<file path="src/rtl/bambu_slave_preloader_if.sv">
// Bus bundle between the preloader (master view) and its surroundings: run control,
// input byte stream, Bambu slave RAM port and the HLS start/done pair.
interface bambu_slave_preloader_if #(
   parameter int ADDR_W = 7,
   parameter int DATA_W = 64,
   parameter int SIZE_W = 7
);
   logic                  go;
   logic [ADDR_W-1:0]     cfg_base_addr;
   logic [ADDR_W:0]       cfg_len;

   logic                  in_valid;
   logic [7:0]            in_data;
   logic                  in_ready;

   logic [1:0]            S_oe_ram;
   logic [1:0]            S_we_ram;
   logic [2*ADDR_W-1:0]   S_addr_ram;
   logic [2*DATA_W-1:0]   S_Wdata_ram;
   logic [2*SIZE_W-1:0]   S_data_ram_size;
   logic [1:0]            Sout_DataRdy;
   logic [2*DATA_W-1:0]   Sout_Rdata_ram;

   logic                  start_port;
   logic                  done_port;

   logic                  busy;
   logic                  result_valid;
   logic [31:0]           result_cycles;
   logic                  result_timeout;

   modport master (
      input  go, cfg_base_addr, cfg_len,
      input  in_valid, in_data,
      output in_ready,
      output S_oe_ram, S_we_ram, S_addr_ram, S_Wdata_ram, S_data_ram_size,
      input  Sout_DataRdy, Sout_Rdata_ram,
      output start_port,
      input  done_port,
      output busy, result_valid, result_cycles, result_timeout
   );

   modport slave (
      output go, cfg_base_addr, cfg_len,
      output in_valid, in_data,
      input  in_ready,
      input  S_oe_ram, S_we_ram, S_addr_ram, S_Wdata_ram, S_data_ram_size,
      output Sout_DataRdy, Sout_Rdata_ram,
      input  start_port,
      output done_port,
      input  busy, result_valid, result_cycles, result_timeout
   );
endinterface

</file>
<file path="src/rtl/bambu_slave_preloader.sv">
// Loads a byte stream into a Bambu HLS top through slave RAM channel 0, then starts the
// kernel and reports its latency in clock cycles (or a timeout).
module bambu_slave_preloader #(
   parameter int          ADDR_W         = 7,
   parameter int          DATA_W         = 64,
   parameter int          SIZE_W         = 7,
   parameter int unsigned TIMEOUT_CYCLES = 200000000
) (
   input  logic clock,
   input  logic reset,
   bambu_slave_preloader_if.master bus
);
   localparam int          LEN_W     = ADDR_W + 1;
   localparam logic [31:0] TIMEOUT_C = 32'(TIMEOUT_CYCLES);

   typedef enum logic [2:0] {
      IDLE, LOAD_BYTE, LOAD_WRITE, START, RUN, REPORT
   } state_e;

   state_e            state_q, state_d;
   logic [ADDR_W-1:0] base_q, base_d;
   logic [LEN_W-1:0]  len_q, len_d;
   logic [LEN_W-1:0]  idx_q, idx_d;
   logic [7:0]        byte_q, byte_d;
   logic [31:0]       cnt_q, cnt_d;
   logic [31:0]       res_cycles_q, res_cycles_d;
   logic              res_timeout_q, res_timeout_d;

   logic [LEN_W-1:0]  idx_inc;
   logic [ADDR_W-1:0] wr_addr;
   logic              unused_sink;

   // Address arithmetic is ADDR_W wide on purpose: base+index wraps around the memory.
   assign idx_inc     = idx_q + LEN_W'(1);
   assign wr_addr     = base_q + idx_q[ADDR_W-1:0];
   assign unused_sink = ^{bus.Sout_Rdata_ram, bus.Sout_DataRdy[1]};

   always_ff @(posedge clock) begin
      if (reset) begin
         state_q       <= IDLE;
         res_cycles_q  <= '0;
         res_timeout_q <= 1'b0;
      end else begin
         state_q       <= state_d;
         res_cycles_q  <= res_cycles_d;
         res_timeout_q <= res_timeout_d;
      end
      base_q <= base_d;
      len_q  <= len_d;
      idx_q  <= idx_d;
      byte_q <= byte_d;
      cnt_q  <= cnt_d;
   end

   always_comb begin
      state_d       = state_q;
      base_d        = base_q;
      len_d         = len_q;
      idx_d         = idx_q;
      byte_d        = byte_q;
      cnt_d         = cnt_q;
      res_cycles_d  = res_cycles_q;
      res_timeout_d = res_timeout_q;

      bus.in_ready        = 1'b0;
      bus.S_oe_ram        = 2'b00;
      bus.S_we_ram        = 2'b00;
      bus.S_addr_ram      = {(2*ADDR_W){1'b0}};
      bus.S_Wdata_ram     = {(2*DATA_W){1'b0}};
      bus.S_data_ram_size = {(2*SIZE_W){1'b0}};
      bus.start_port      = 1'b0;
      bus.busy            = (state_q != IDLE);
      bus.result_valid    = 1'b0;
      bus.result_cycles   = res_cycles_q;
      bus.result_timeout  = res_timeout_q;

      unique case (state_q)
         IDLE: begin
            if (bus.go) begin
               base_d  = bus.cfg_base_addr;
               len_d   = bus.cfg_len;
               idx_d   = '0;
               state_d = (bus.cfg_len == '0) ? START : LOAD_BYTE;
            end
         end
         LOAD_BYTE: begin
            bus.in_ready = 1'b1;
            if (bus.in_valid) begin
               byte_d  = bus.in_data;
               state_d = LOAD_WRITE;
            end
         end
         LOAD_WRITE: begin
            // Everything below stays constant until the slave acknowledges.
            bus.S_we_ram[0]                  = 1'b1;
            bus.S_addr_ram[ADDR_W-1:0]       = wr_addr;
            bus.S_Wdata_ram[7:0]             = byte_q;
            bus.S_data_ram_size[SIZE_W-1:0]  = SIZE_W'(8);
            if (bus.Sout_DataRdy[0]) begin
               idx_d   = idx_inc;
               state_d = (idx_inc == len_q) ? START : LOAD_BYTE;
            end
         end
         START: begin
            bus.start_port = 1'b1;
            cnt_d          = 32'd2;
            if (bus.done_port) begin
               res_cycles_d  = 32'd1;
               res_timeout_d = 1'b0;
               state_d       = REPORT;
            end else if (TIMEOUT_C <= 32'd1) begin
               res_cycles_d  = TIMEOUT_C;
               res_timeout_d = 1'b1;
               state_d       = REPORT;
            end else begin
               state_d = RUN;
            end
         end
         RUN: begin
            // cnt_q is the cycle number of the current cycle, START being cycle 1.
            cnt_d = cnt_q + 32'd1;
            if (bus.done_port) begin
               res_cycles_d  = cnt_q;
               res_timeout_d = 1'b0;
               state_d       = REPORT;
            end else if (cnt_q == TIMEOUT_C) begin
               res_cycles_d  = TIMEOUT_C;
               res_timeout_d = 1'b1;
               state_d       = REPORT;
            end
         end
         REPORT: begin
            bus.result_valid = 1'b1;
            state_d          = IDLE;
         end
         default: state_d = IDLE;
      endcase
   end
endmodule

</file>
<file path="src/flat_wrapper.sv">
// flat-port wrapper written by rule: the top's interface ports become plain ports
module bambu_slave_preloader_flat 
#(
   parameter int          ADDR_W         = 7,
   parameter int          DATA_W         = 64,
   parameter int          SIZE_W         = 7,
   parameter int unsigned TIMEOUT_CYCLES = 200000000
)
  (clock, reset, bus_go, bus_cfg_base_addr, bus_cfg_len, bus_in_valid, bus_in_data, bus_in_ready, bus_S_oe_ram, bus_S_we_ram, bus_S_addr_ram, bus_S_Wdata_ram, bus_S_data_ram_size, bus_Sout_DataRdy, bus_Sout_Rdata_ram, bus_start_port, bus_done_port, bus_busy, bus_result_valid, bus_result_cycles, bus_result_timeout);
  bambu_slave_preloader_if #(.ADDR_W(ADDR_W), .DATA_W(DATA_W), .SIZE_W(SIZE_W)) bus_i ();
  input  logic clock;
  input  logic reset;
  input wire logic [$bits(bus_i.go)-1:0] bus_go;
  input wire logic [$bits(bus_i.cfg_base_addr)-1:0] bus_cfg_base_addr;
  input wire logic [$bits(bus_i.cfg_len)-1:0] bus_cfg_len;
  input wire logic [$bits(bus_i.in_valid)-1:0] bus_in_valid;
  input wire logic [$bits(bus_i.in_data)-1:0] bus_in_data;
  output wire logic [$bits(bus_i.in_ready)-1:0] bus_in_ready;
  output wire logic [$bits(bus_i.S_oe_ram)-1:0] bus_S_oe_ram;
  output wire logic [$bits(bus_i.S_we_ram)-1:0] bus_S_we_ram;
  output wire logic [$bits(bus_i.S_addr_ram)-1:0] bus_S_addr_ram;
  output wire logic [$bits(bus_i.S_Wdata_ram)-1:0] bus_S_Wdata_ram;
  output wire logic [$bits(bus_i.S_data_ram_size)-1:0] bus_S_data_ram_size;
  input wire logic [$bits(bus_i.Sout_DataRdy)-1:0] bus_Sout_DataRdy;
  input wire logic [$bits(bus_i.Sout_Rdata_ram)-1:0] bus_Sout_Rdata_ram;
  output wire logic [$bits(bus_i.start_port)-1:0] bus_start_port;
  input wire logic [$bits(bus_i.done_port)-1:0] bus_done_port;
  output wire logic [$bits(bus_i.busy)-1:0] bus_busy;
  output wire logic [$bits(bus_i.result_valid)-1:0] bus_result_valid;
  output wire logic [$bits(bus_i.result_cycles)-1:0] bus_result_cycles;
  output wire logic [$bits(bus_i.result_timeout)-1:0] bus_result_timeout;
  assign bus_i.go = bus_go;
  assign bus_i.cfg_base_addr = bus_cfg_base_addr;
  assign bus_i.cfg_len = bus_cfg_len;
  assign bus_i.in_valid = bus_in_valid;
  assign bus_i.in_data = bus_in_data;
  assign bus_in_ready = bus_i.in_ready;
  assign bus_S_oe_ram = bus_i.S_oe_ram;
  assign bus_S_we_ram = bus_i.S_we_ram;
  assign bus_S_addr_ram = bus_i.S_addr_ram;
  assign bus_S_Wdata_ram = bus_i.S_Wdata_ram;
  assign bus_S_data_ram_size = bus_i.S_data_ram_size;
  assign bus_i.Sout_DataRdy = bus_Sout_DataRdy;
  assign bus_i.Sout_Rdata_ram = bus_Sout_Rdata_ram;
  assign bus_start_port = bus_i.start_port;
  assign bus_i.done_port = bus_done_port;
  assign bus_busy = bus_i.busy;
  assign bus_result_valid = bus_i.result_valid;
  assign bus_result_cycles = bus_i.result_cycles;
  assign bus_result_timeout = bus_i.result_timeout;
  bambu_slave_preloader #(.ADDR_W(ADDR_W), .DATA_W(DATA_W), .SIZE_W(SIZE_W), .TIMEOUT_CYCLES(TIMEOUT_CYCLES)) u_core (.clock(clock), .reset(reset), .bus(bus_i));
endmodule
</file>
<file path="config.mk">
export PLATFORM = sky130hd
export DESIGN_NAME = bambu_slave_preloader_flat
export DESIGN_NICKNAME = d
export VERILOG_FILES = /design/src/rtl/bambu_slave_preloader_if.sv /design/src/rtl/bambu_slave_preloader.sv /design/src/flat_wrapper.sv
export SDC_FILE = /design/constraint.sdc
export NUM_CORES = 1
export LEC_CHECK = 0
export CORE_AREA = 2 2 139 141
export CTS_CLUSTER_SIZE = 28
export DETAILED_ROUTE_END_ITERATION = 12
export DIE_AREA = 0 0 141 143
export GPL_TIMING_DRIVEN = 0
export PLACE_DENSITY = 0.73
export SLEW_MARGIN = 20
export SYNTH_ARGS = -nofsm -noshare
export SYNTH_HDL_FRONTEND = slang
export SYNTH_SLANG_ARGS = --single-unit
</file>
<file path="constraint.sdc">
create_clock -name clock -period 2.08 [get_ports clock]
set_clock_uncertainty 0.1 [all_clocks]
set_input_delay 0.208 -clock clock [delete_from_list [all_inputs] [get_ports clock]]
set_output_delay 0.208 -clock clock [all_outputs]
set_load 0.01 [all_outputs]
</file>
==> impl_metrics.json, run 1 <==
{
  "areaGrowthSynthToFinish_pct": 49.03,
  "async_flop_share_pct": 0,
  "synth_ff_type": "edfxtp_1",
  "clk_pin_slew_ps": 70,
  "ctsRootBufferMaster": "clkbuf_16",
  "synth_seq_cells": 99,
  "antenna_found_initial": 1,
  "worst_slack_ps": -457.1,
  "htree_levels": 3,
  "p_per_area_nw_per_um2": 614.8,
  "rsz0062_at_grt": "true",
  "vias_per_cell": 4.432,
  "grt_first_pass_wirelength_microns": 23380,
  "dp.cells": 1060,
  "violations": "setup timing",
  "outcome": "complete, but fails checks",
  "drv_cap": 0,
  "diodes": 0,
  "worstPathArrival_ps": 2230,
  "drt_iter0_markers": 383,
  "cts_tree": "yes",
  "globalRouteTotalUtil_pct": 14.66,
  "hold_end": "u_core.byte_q[5]",
  "nets": 1062,
  "start_kind": "flip-flop",
  "die-area_sq_um": 20160,
  "ys_seq_area_share_pct": 43.23,
  "synth_cells": 602,
  "ant_nets": 0,
  "hold_depth": 1,
  "finish.instance_area_sq_um": 9006,
  "regToRegSetupSlack_ps": -130,
  "grt_pass1_vias": 4345,
  "first_pass_iters": 5,
  "cts_buffers": 9,
  "vias": 5022,
  "drive_gt1_share_pct": 38.38,
  "cp_data_required_time_ps": 1770,
  "drcViolationCount": 0,
  "dp_slack_ps": -694.5,
  "peakVddDrop_v": 0.0004365,
  "cts_sinks": 99,
  "die_h_microns": 143,
  "hold_ws_ps": 310.8,
  "instances_no_fill": 1133,
  "pin_count": 355,
  "fp.dieW_microns": 141,
  "drt-wirelength-per-cell_microns": 14.29,
  "ys_warn_count": 0,
  "dp_hpwl_microns": 10700,
  "r2r_end": "u_core.bus.result_cycles[15]",
  "grt_start_max_net_pins": 18,
  "min_period_ps": 2537,
  "power_mw": 5.537,
  "tightestPinTransition_ps": 741.7,
  "gp_congestion": 0.8780,
  "critPathKind": "flip-flop to output pin",
  "synth_edf_count": 63,
  "hp-class": "primary input to flip-flop",
  "portBuffers": 82,
  "slew_viol_final": 0,
  "hold_viol": 0,
  "r2r-start": "u_core.cnt_q[3]",
  "slew_headroom_pct": 50.55,
  "row_count": 50,
  "p_leak_nw": 3.945,
  "cts_buffer_depth": 2,
  "wl_microns": 16190,
  "gr-total-overflow": 0,
  "finalSetupViolCount": 42,
  "ys_types": 59,
  "max_freq_mhz": 394.2,
  "synth_area_per_cell_sq_um": 10.04,
  "initial_core_util_pct": 32.53,
  "crit_fanout": 2,
  "dpl_cell_area_sq_um": 7722,
  "insertion_delay_ps": 350,
  "coreArea_sq_um": 18580,
  "r2r_cells": 7,
  "finalCritPeriodShare_pct": 122.0,
  "syn_area_sq_um": 6043,
  "hp-start": "bus_in_data[5]",
  "endpoint_kind": "output pin"
}
power by group:
part           internal [mW]  total, mW  switching, mW
registers               2.24       2.36          0.119
logic                  0.747       1.49          0.742
clock network          0.901       1.68          0.783
total                   3.89       5.54           1.64
cell usage in the layout, fill, tap and decap left out, types with 4 or more instances in the layout:
| cell type | count |
|---|---|
| dfxtp_1 | 34 |
| xnor2_1 | 14 |
| buf_4 | 186 |
| conb_1 | 143 |
| a21oi_2 | 18 |
| nor4_1 | 4 |
| clkdlybuf4s50_1 | 63 |
| nand2_1 | 22 |
| a21oi_1 | 7 |
| nor2_1 | 43 |
| ha_1 | 5 |
| o221ai_1 | 11 |
| or4_4 | 6 |
| nand3_1 | 15 |
| nand2b_1 | 4 |
| o21ai_0 | 7 |
| inv_1 | 5 |
| nand3_2 | 13 |
| edfxtp_1 | 63 |
| ha_4 | 4 |
| and2_4 | 4 |
| and2_1 | 11 |
| clkbuf_16 | 9 |
| a21o_1 | 5 |
| nand4_1 | 10 |
| xor2_1 | 19 |
| buf_6 | 24 |
| nand3_4 | 4 |
| or3_1 | 6 |
| clkbuf_1 | 8 |
| buf_2 | 18 |
| clkbuf_2 | 4 |
| and3_1 | 6 |
| a22o_1 | 19 |
worst max-delay path by stage:
stage | from | endpoint | slack, ps | depth (start not counted)
2_1_floorplan | u_core.idx_q[0] | bus_S_addr_ram[6] | -40 | 7
3_3_place_gp | u_core.idx_q[0] | bus_S_addr_ram[6] | -660 | 8
3_5_place_dp | u_core.idx_q[0] | bus_S_addr_ram[6] | -690 | 8
4_1_cts | u_core.idx_q[0] | bus_S_addr_ram[6] | -460 | 8
5_1_grt | u_core.idx_q[0] | bus_S_addr_ram[6] | -540 | 8
6_report | u_core.idx_q[0] | bus_S_addr_ram[6] | -460 | 8
metrics by stage:
stage / TNS, ps / util (%)
2_1_floorplan: -299.9 / -
3_3_place_gp: -27480 / 41.56
3_5_place_dp: -31660 / 41.56
4_1_cts: -4374 / 46.12
5_1_grt: -6647 / 48.47
6_report: -4175 / 48.47
layer usage:
| layer | global-route usage (%) | up-vias | wire, microns |
|---|---|---|---|
| li1 | - | 2447 | - |
| met1 | 19.79 | 2341 | 6871 |
| met2 | 23.39 | 217 | 7850 |
| met3 | 4.024 | 15 | 1281 |
| met4 | 3.684 | 2 | 180 |
| met5 | 0 | - | 11 |
area by class of cell:
type / instances / area [sq um]
Clock inverter: 4 / 37.54
Sequential cell: 99 / 2618
Tap cell: 234 / 292.8
Clock buffer: 12 / 256.5
Fill cell: 1672 / 9574
Multi-Input combinational cell: 464 / 3204
Timing Repair Buffer: 142 / 1297
Buffer: 170 / 1267
Inverter: 8 / 32.53
state kept, by name (all words and copies together), names as in the netlist:
signal,cells
u_core.base_q,7
u_core.bus.result_cycles,32
u_core.bus.result_timeout,1
u_core.byte_q,8
u_core.cnt_q,32
u_core.idx_q,8
u_core.len_q,8
u_core.state_q,3
repair_timing:
item	in CTS	in global routing
pin swaps	55	50
gates cloned	5	0
endpoints found under the setup margin	111	57
buffers inserted	37	23
resized for setup	139	77
hold buffers	0	0
synthesized netlist by cell type (all sizes together) (2+ instances only):
cell type	n	area share [%]
nand2b	4	0.41
nand4	11	1.4
and4	4	0.62
o211a	2	0.33
nor4b	3	0.43
nor2	43	2.7
dfxtp	36	12
buf	160	20
or3	7	0.72
xnor2	18	2.6
a21o	5	0.62
inv	8	0.50
o211ai	3	0.37
nand2	24	1.5
o311ai	2	0.29
xor2	19	2.8
o21ai	8	0.66
and3	7	0.72
nand3	32	2.7
and3b	2	0.29
o221ai	12	1.7
a211oi	2	0.25
nor3	6	0.77
nor4	7	0.97
a31oi	2	0.21
ha	9	1.9
nor3b	4	0.58
edfxtp	63	31
or4	7	0.93
a22o	19	2.8
a21oi	25	2.1
o21bai	2	0.25
clkbuf	14	0.87
o31ai	3	0.37
and2	16	1.7
cell families after synthesis:
family                     share of synthesized area (%)
AOI/OAI and AO/OA                                  10.62
other                                            0.06205
and+or+nand+nor                                    16.96
buffers and inverters                              21.04
xor gates and xnor gates                           5.735
adders and majority gates                          2.195
muxes                                             0.1656
DFF                                                43.23
critical path, cell delays in order, from the launching register on:
cell      delay (ps)
edfxtp_1         440
ha_4             200
fa_2             360
a21o_1           180
a21oi_2          180
o21bai_2          90
a21o_1           160
a21o_1           160
buf_6            120
No activity file was read; power rests on OpenSTA's default activity.
==> run 2: changes to the inputs <==
- CORE_AREA: 2 2 139 141 -> 2 2 137 139
- CTS_BUF_LIST: default -> sky130_fd_sc_hd__clkbuf_8
- DIE_AREA: 0 0 141 143 -> 0 0 139 141
- PLACE_DENSITY: 0.73 -> 0.75
- SKIP_LAST_GASP: default -> 1
- SLEW_MARGIN: 20 -> default
==> run 2 against run 1 <==
Against the previous run:
- maximum frequency down 3.7%
- register-to-register slack about the same
- largest cell class unchanged
- total power down 5.8%
- highest routed layer unchanged
- the run still ends with setup timing left
- combinational power up 3%
- setup slack worse by 97 ps
- via count up 1.4%
- critical endpoint unchanged
- worst hold slack worse by 36 ps
- largest power group unchanged
==> impl_metrics.json, run 2 (synthesis results as in run 1) <==
{
  "worstPathArrival_ps": 2330,
  "violations": "setup timing",
  "multi_input_area_sq_um": 3178,
  "regToRegSetupSlack_ps": -120,
  "endpoint_kind": "output pin",
  "fp.dieW_microns": 139,
  "hold_viol": 0,
  "cts_buffer_depth": 2,
  "nets": 1071,
  "ctsRootBufferMaster": "clkbuf_8",
  "first_pass_iters": 5,
  "hold_ws_ps": 274.8,
  "critPathKind": "flip-flop to output pin",
  "cp_data_required_time_ps": 1770,
  "clk_pin_slew_ps": 100,
  "fill_cells": 1588,
  "final_common_cell": "buf_4",
  "hp-class": "primary input to flip-flop",
  "pin_count": 355,
  "drt_iter0_markers": 365,
  "globalRouteTotalUtil_pct": 15.64,
  "grt_first_pass_wirelength_microns": 24190,
  "intPower_mw": 3.586,
  "cts_buffers": 9,
  "power_frac_comb_pct": 29.3,
  "antenna_found_initial": 6,
  "vias": 5092,
  "ff_latch_area_sq_um": 2621,
  "areaGrowthSynthToFinish_pct": 47.91,
  "drv_cap": 0,
  "cts_sinks": 99,
  "slew_viol_final": 0,
  "row_count": 50,
  "max_freq_mhz": 379.6,
  "die_h_microns": 141,
  "vias_per_cell": 4.447,
  "htree_levels": 3,
  "coreArea_sq_um": 18270,
  "outcome": "complete, but fails checks",
  "switchingPower_mw": 1.630,
  "die-area_sq_um": 19600,
  "clkPwrFrac_pct": 25.7,
  "drcViolationCount": 0,
  "min_period_ps": 2634,
  "start_kind": "flip-flop",
  "finish.instance_area_sq_um": 8939,
  "gp_congestion": 0.9022,
  "peakVddDrop_v": 0.0004530,
  "wl_microns": 16740,
  "tightestPinTransition_ps": 709.5,
  "dp_hpwl_microns": 10700,
  "initial_core_util_pct": 33.08,
  "grt_pass1_vias": 4471,
  "worst_slack_ps": -554.1,
  "gr-total-overflow": 0,
  "finalSetupViolCount": 40,
  "drt-wirelength-per-cell_microns": 14.62,
  "slew_headroom_pct": 52.70,
  "finalCritPeriodShare_pct": 126.6,
  "most-common-layout-cells": "199 x buf_4, 143 x conb_1, 63 x clkdlybuf4s50_1, 63 x edfxtp_1, 43 x nor2_1",
  "p_leak_nw": 3.932,
  "p_per_area_nw_per_um2": 583.5,
  "dpl_cell_area_sq_um": 7722,
  "power_frac_seq_pct": 45.0,
  "switching_share_pct": 31.25,
  "portBuffers": 82,
  "drive_gt1_share_pct": 39.54,
  "insertion_delay_ps": 390,
  "cts_tree": "yes",
  "post-route-util_pct": 48.93,
  "ant_nets": 0,
  "rsz0062_at_grt": "true",
  "grt_start_max_net_pins": 19,
  "cts_hold_buf": 0,
  "crit_fanout": 2
}
==> run 2: routing by layer <==
metal / wire (microns) / global-route usage [%] / vias to the layer above / part of all wire, %
met5: 38 / 0 / - / 0.23
met4: 482 / 6.061 / 6 / 2.9
met3: 1750 / 6.624 / 50 / 10
met2: 7656 / 24.29 / 260 / 46
met1: 6810 / 19.36 / 2310 / 41
li1: - / - / 2466 / -
==> run 2: path summary, 6_finish.rpt <==
path / from / to / cells past startpoint
max reg2reg: u_core.idx_q[0] / u_core.state_q[1] / 8
max: u_core.idx_q[0] / bus_S_addr_ram[6] / 8
min reg2reg: u_core.bus.result_timeout / u_core.bus.result_timeout / 2
min: bus_in_data[7] / u_core.byte_q[7] / 1
==> run 2: layout make-up <==
cell class	instances	share of cell area [%]
multi-input combinational	464	35.55
clock buffer	9	1.386
inverter	8	0.3639
buffer	170	14.19
sequential	99	29.33
tap	234	3.275
clock inverter	7	0.9518
timing repair buffer	151	14.87
antenna	3	0.08399
==> run 2: metrics by stage <==
stage                     setup WS (ps)  setup TNS [ps]  cells  total power, mW
after global routing             -665.1           -7658   1142            5.436
after floorplan                  -35.38          -299.9    744            3.229
after global placement           -694.5          -25720   1060            3.522
after detailed placement         -719.4          -27810   1060            3.543
final                            -554.1           -4059   1145            5.216
after CTS                        -593.8           -3079   1128            5.044
==> run 2: timing repair <==
item | in CTS | in global routing
pin swaps | 57 | 52
endpoints found under the setup margin | 112 | 75
gates cloned | 4 | 0
resized for setup | 145 | 63
setup buffers | 51 | 20
==> run 2: power groups by stage <==
stage                     clock network (mW)  registers (mW)  logic, mW
after floorplan                            0            2.37      0.863
after global placement                     0            2.40       1.12
after detailed placement                   0            2.41       1.14
after CTS                               1.35            2.34       1.36
after global routing                    1.43            2.36       1.64
final                                   1.34            2.35       1.53
==> run 2: worst max-delay path, stage by stage, from the launching register on <==
cell	delay, ps
edfxtp_1	480
ha_4	210
fa_2	340
a21o_1	200
a21oi_2	170
o21bai_2	90
a21o_1	160
a21o_1	150
buf_2	140
==> run 3: changes to the inputs <==
- REMOVE_ABC_BUFFERS: default -> 1
==> run 3 against run 2 <==
Against the previous run:
- the run still ends with setup timing left
- total power fell by 4.5%
- flip-flop and latch count did not move
- first-iteration DRC count rose by 27%
- die area did not move
- highest routed layer is now met4
==> impl_metrics.json, run 3 (synthesis results as in run 1) <==
{
  "peakVddDrop_v": 0.0004416,
  "cts_sinks": 99,
  "outcome": "complete, but fails checks",
  "worstPathArrival_ps": 2300,
  "row_count": 50,
  "switching_share_pct": 33.16,
  "grt_first_pass_wirelength_microns": 23450,
  "clk_pin_slew_ps": 110,
  "die-area_sq_um": 19600,
  "portBuffers": 82,
  "switchingPower_mw": 1.652,
  "max_freq_mhz": 383.7,
  "drive_gt1_share_pct": 30.30,
  "hp-start": "bus_in_data[3]",
  "hold_viol": 0,
  "initial_core_util_pct": 33.08,
  "pin_count": 355,
  "cts_buffers": 9,
  "vias": 4987,
  "insertion_delay_ps": 390,
  "areaGrowthSynthToFinish_pct": 32.80,
  "min_period_ps": 2607,
  "grt_pass1_vias": 4174,
  "wl_microns": 17570,
  "most-common-layout-cells": "143 x conb_1, 70 x buf_4, 63 x edfxtp_1, 62 x clkdlybuf4s50_1, 41 x nor2_1",
  "endpoint_kind": "output pin",
  "power_frac_comb_pct": 27.5,
  "drt_iter0_markers": 463,
  "p_leak_nw": 3.227,
  "instances_no_fill": 1004,
  "r2r-start": "u_core.cnt_q[0]",
  "slew_headroom_pct": 22.44,
  "critical_path_buf_inv_count": 1,
  "tightestPinTransition_ps": 1160,
  "slew_viol_final": 0,
  "fill_cells": 1653,
  "finalSetupViolCount": 63,
  "finalCritPeriodShare_pct": 125.3,
  "cts_hold_buf": 0,
  "dp_hpwl_microns": 9609,
  "final_common_cell": "conb_1",
  "critical_path.top_delay_family": "compound AO/OA/AOI/OAI gates",
  "drt-wirelength-per-cell_microns": 17.50,
  "hp-class": "primary input to flip-flop",
  "clkPwrFrac_pct": 24.4,
  "worst_slack_ps": -526.5,
  "antenna_found_initial": 1,
  "globalRouteTotalUtil_pct": 15.26,
  "drcViolationCount": 0,
  "cp_cell_sequence": "ha_4 -> fa_2 -> a21o_1 -> a21oi_2 -> o21bai_2 -> a21o_1 -> a21o_1 -> buf_2",
  "regToRegSetupSlack_ps": -400,
  "ctsRootBufferMaster": "clkbuf_8",
  "crit_fanout": 2,
  "max_stage_delay_ps": 480,
  "p_per_area_nw_per_um2": 620.8,
  "cts_buffer_depth": 2,
  "violations": "setup timing",
  "dp_slack_ps": -1246,
  "ant_nets": 0,
  "cpMaxStageDelayCell": "edfxtp_1",
  "fp.dieW_microns": 139,
  "coreArea_sq_um": 18270,
  "rsz0062_at_grt": "true",
  "drv_cap": 0,
  "r2r_end": "u_core.bus.result_cycles[11]",
  "intPower_mw": 3.330,
  "crit_path_frequent_cell": "a21o_1",
  "hold_depth": 1,
  "dp.cells": 886,
  "htree_levels": 3,
  "die_h_microns": 141,
  "first_pass_iters": 5,
  "nets": 932,
  "start_kind": "flip-flop",
  "power_frac_seq_pct": 48.0,
  "r2r_cells": 12,
  "cp_data_required_time_ps": 1770,
  "vias_per_cell": 4.967,
  "hold_end": "u_core.byte_q[3]",
  "critPathKind": "flip-flop to output pin",
  "gp_congestion": 0.8326,
  "gr-total-overflow": 0,
  "grt_start_max_net_pins": 39,
  "cts_tree": "yes"
}
==> run 3: cell count changes in the layout (fill, tap and decap cells not counted), moves of 4 or more <==
cell      delta
buf_2        -7
buf_4      -129
clkbuf_1     -6
and2_4       +4
clkbuf_2     -5
==> run 3: worst reg2reg max path, delay by kind of cell, from the launching register on <==
kind                       cells  cell delay [ps]
and+or+nand+nor                4              540
AOI/OAI and AO/OA              1              210
DFF                            1              490
adders and majority gates      1              120
buffers and inverters          6              920
==> run 3: cell type report <==
cell class              instances  area [sq um]  share of cell area [%]
well taps                     234         292.8                   3.648
multi-input cells             466          3224                   40.18
repair inverters                1         7.507                 0.09355
diodes                          1         2.502                 0.03118
clock inverters                 7         61.31                  0.7640
repair buffers                179          1655                   20.63
inverters                       8         33.78                  0.4210
clock buffers                   9         123.9                   1.544
flip-flops and latches         99          2624                   32.69
==> run 3: timing repair <==
action                     CTS  global route
pin swaps                   47            70
cloned                       6             2
setup buffers               72            36
setup endpoints to repair  134            63
resized for setup          125            95
==> run 3: metal layers <==
layer / GRT usage [%] / part of all wire (%) / vias up
met5: 0 / 0 / -
met4: 3.509 / 3.2 / 0
met3: 3.668 / 9.4 / 53
met2: 23.02 / 45 / 349
met1: 22.17 / 42 / 2392
li1: - / - / 2193
==> run 3: power groups by stage <==
stage / clock network [mW] / logic [mW] / registers [mW]
4_1_cts: 1.22 / 1.10 / 2.40
3_5_place_dp: 0 / 0.841 / 2.47
2_1_floorplan: 0 / 0.580 / 2.40
3_3_place_gp: 0 / 0.825 / 2.47
5_1_grt: 1.29 / 1.48 / 2.41
6_report: 1.22 / 1.37 / 2.39
==> run 3: how the worst max path moves through the flow <==
stage / start / endpoint / slack, ps / depth (start not counted)
final: u_core.idx_q[0] / bus_S_addr_ram[6] / -530 / 8
after global routing: u_core.idx_q[0] / bus_S_addr_ram[6] / -660 / 8
after CTS: u_core.idx_q[0] / bus_S_addr_ram[6] / -560 / 8
after detailed placement: u_core.state_q[2] / u_core.bus.result_cycles[28] / -1250 / 5
after global placement: u_core.state_q[2] / u_core.bus.result_cycles[8] / -1220 / 5
after floorplan: u_core.state_q[2] / u_core.bus.result_cycles[13] / -470 / 5
==> run 3: per-stage QoR <==
step	setup TNS [ps]	hold slack, ps	area (sq um)	total power, mW	utilization [%]
after detailed placement	-69230	362.8	6449	3.312	35.30
after floorplan	-14430	177.1	5335	2.977	-
final	-15190	293.0	8025	4.982	43.93
after global routing	-21120	296.2	8023	5.176	43.92
after CTS	-11320	280.7	7503	4.717	41.08
after global placement	-64830	353.2	6449	3.291	35.30
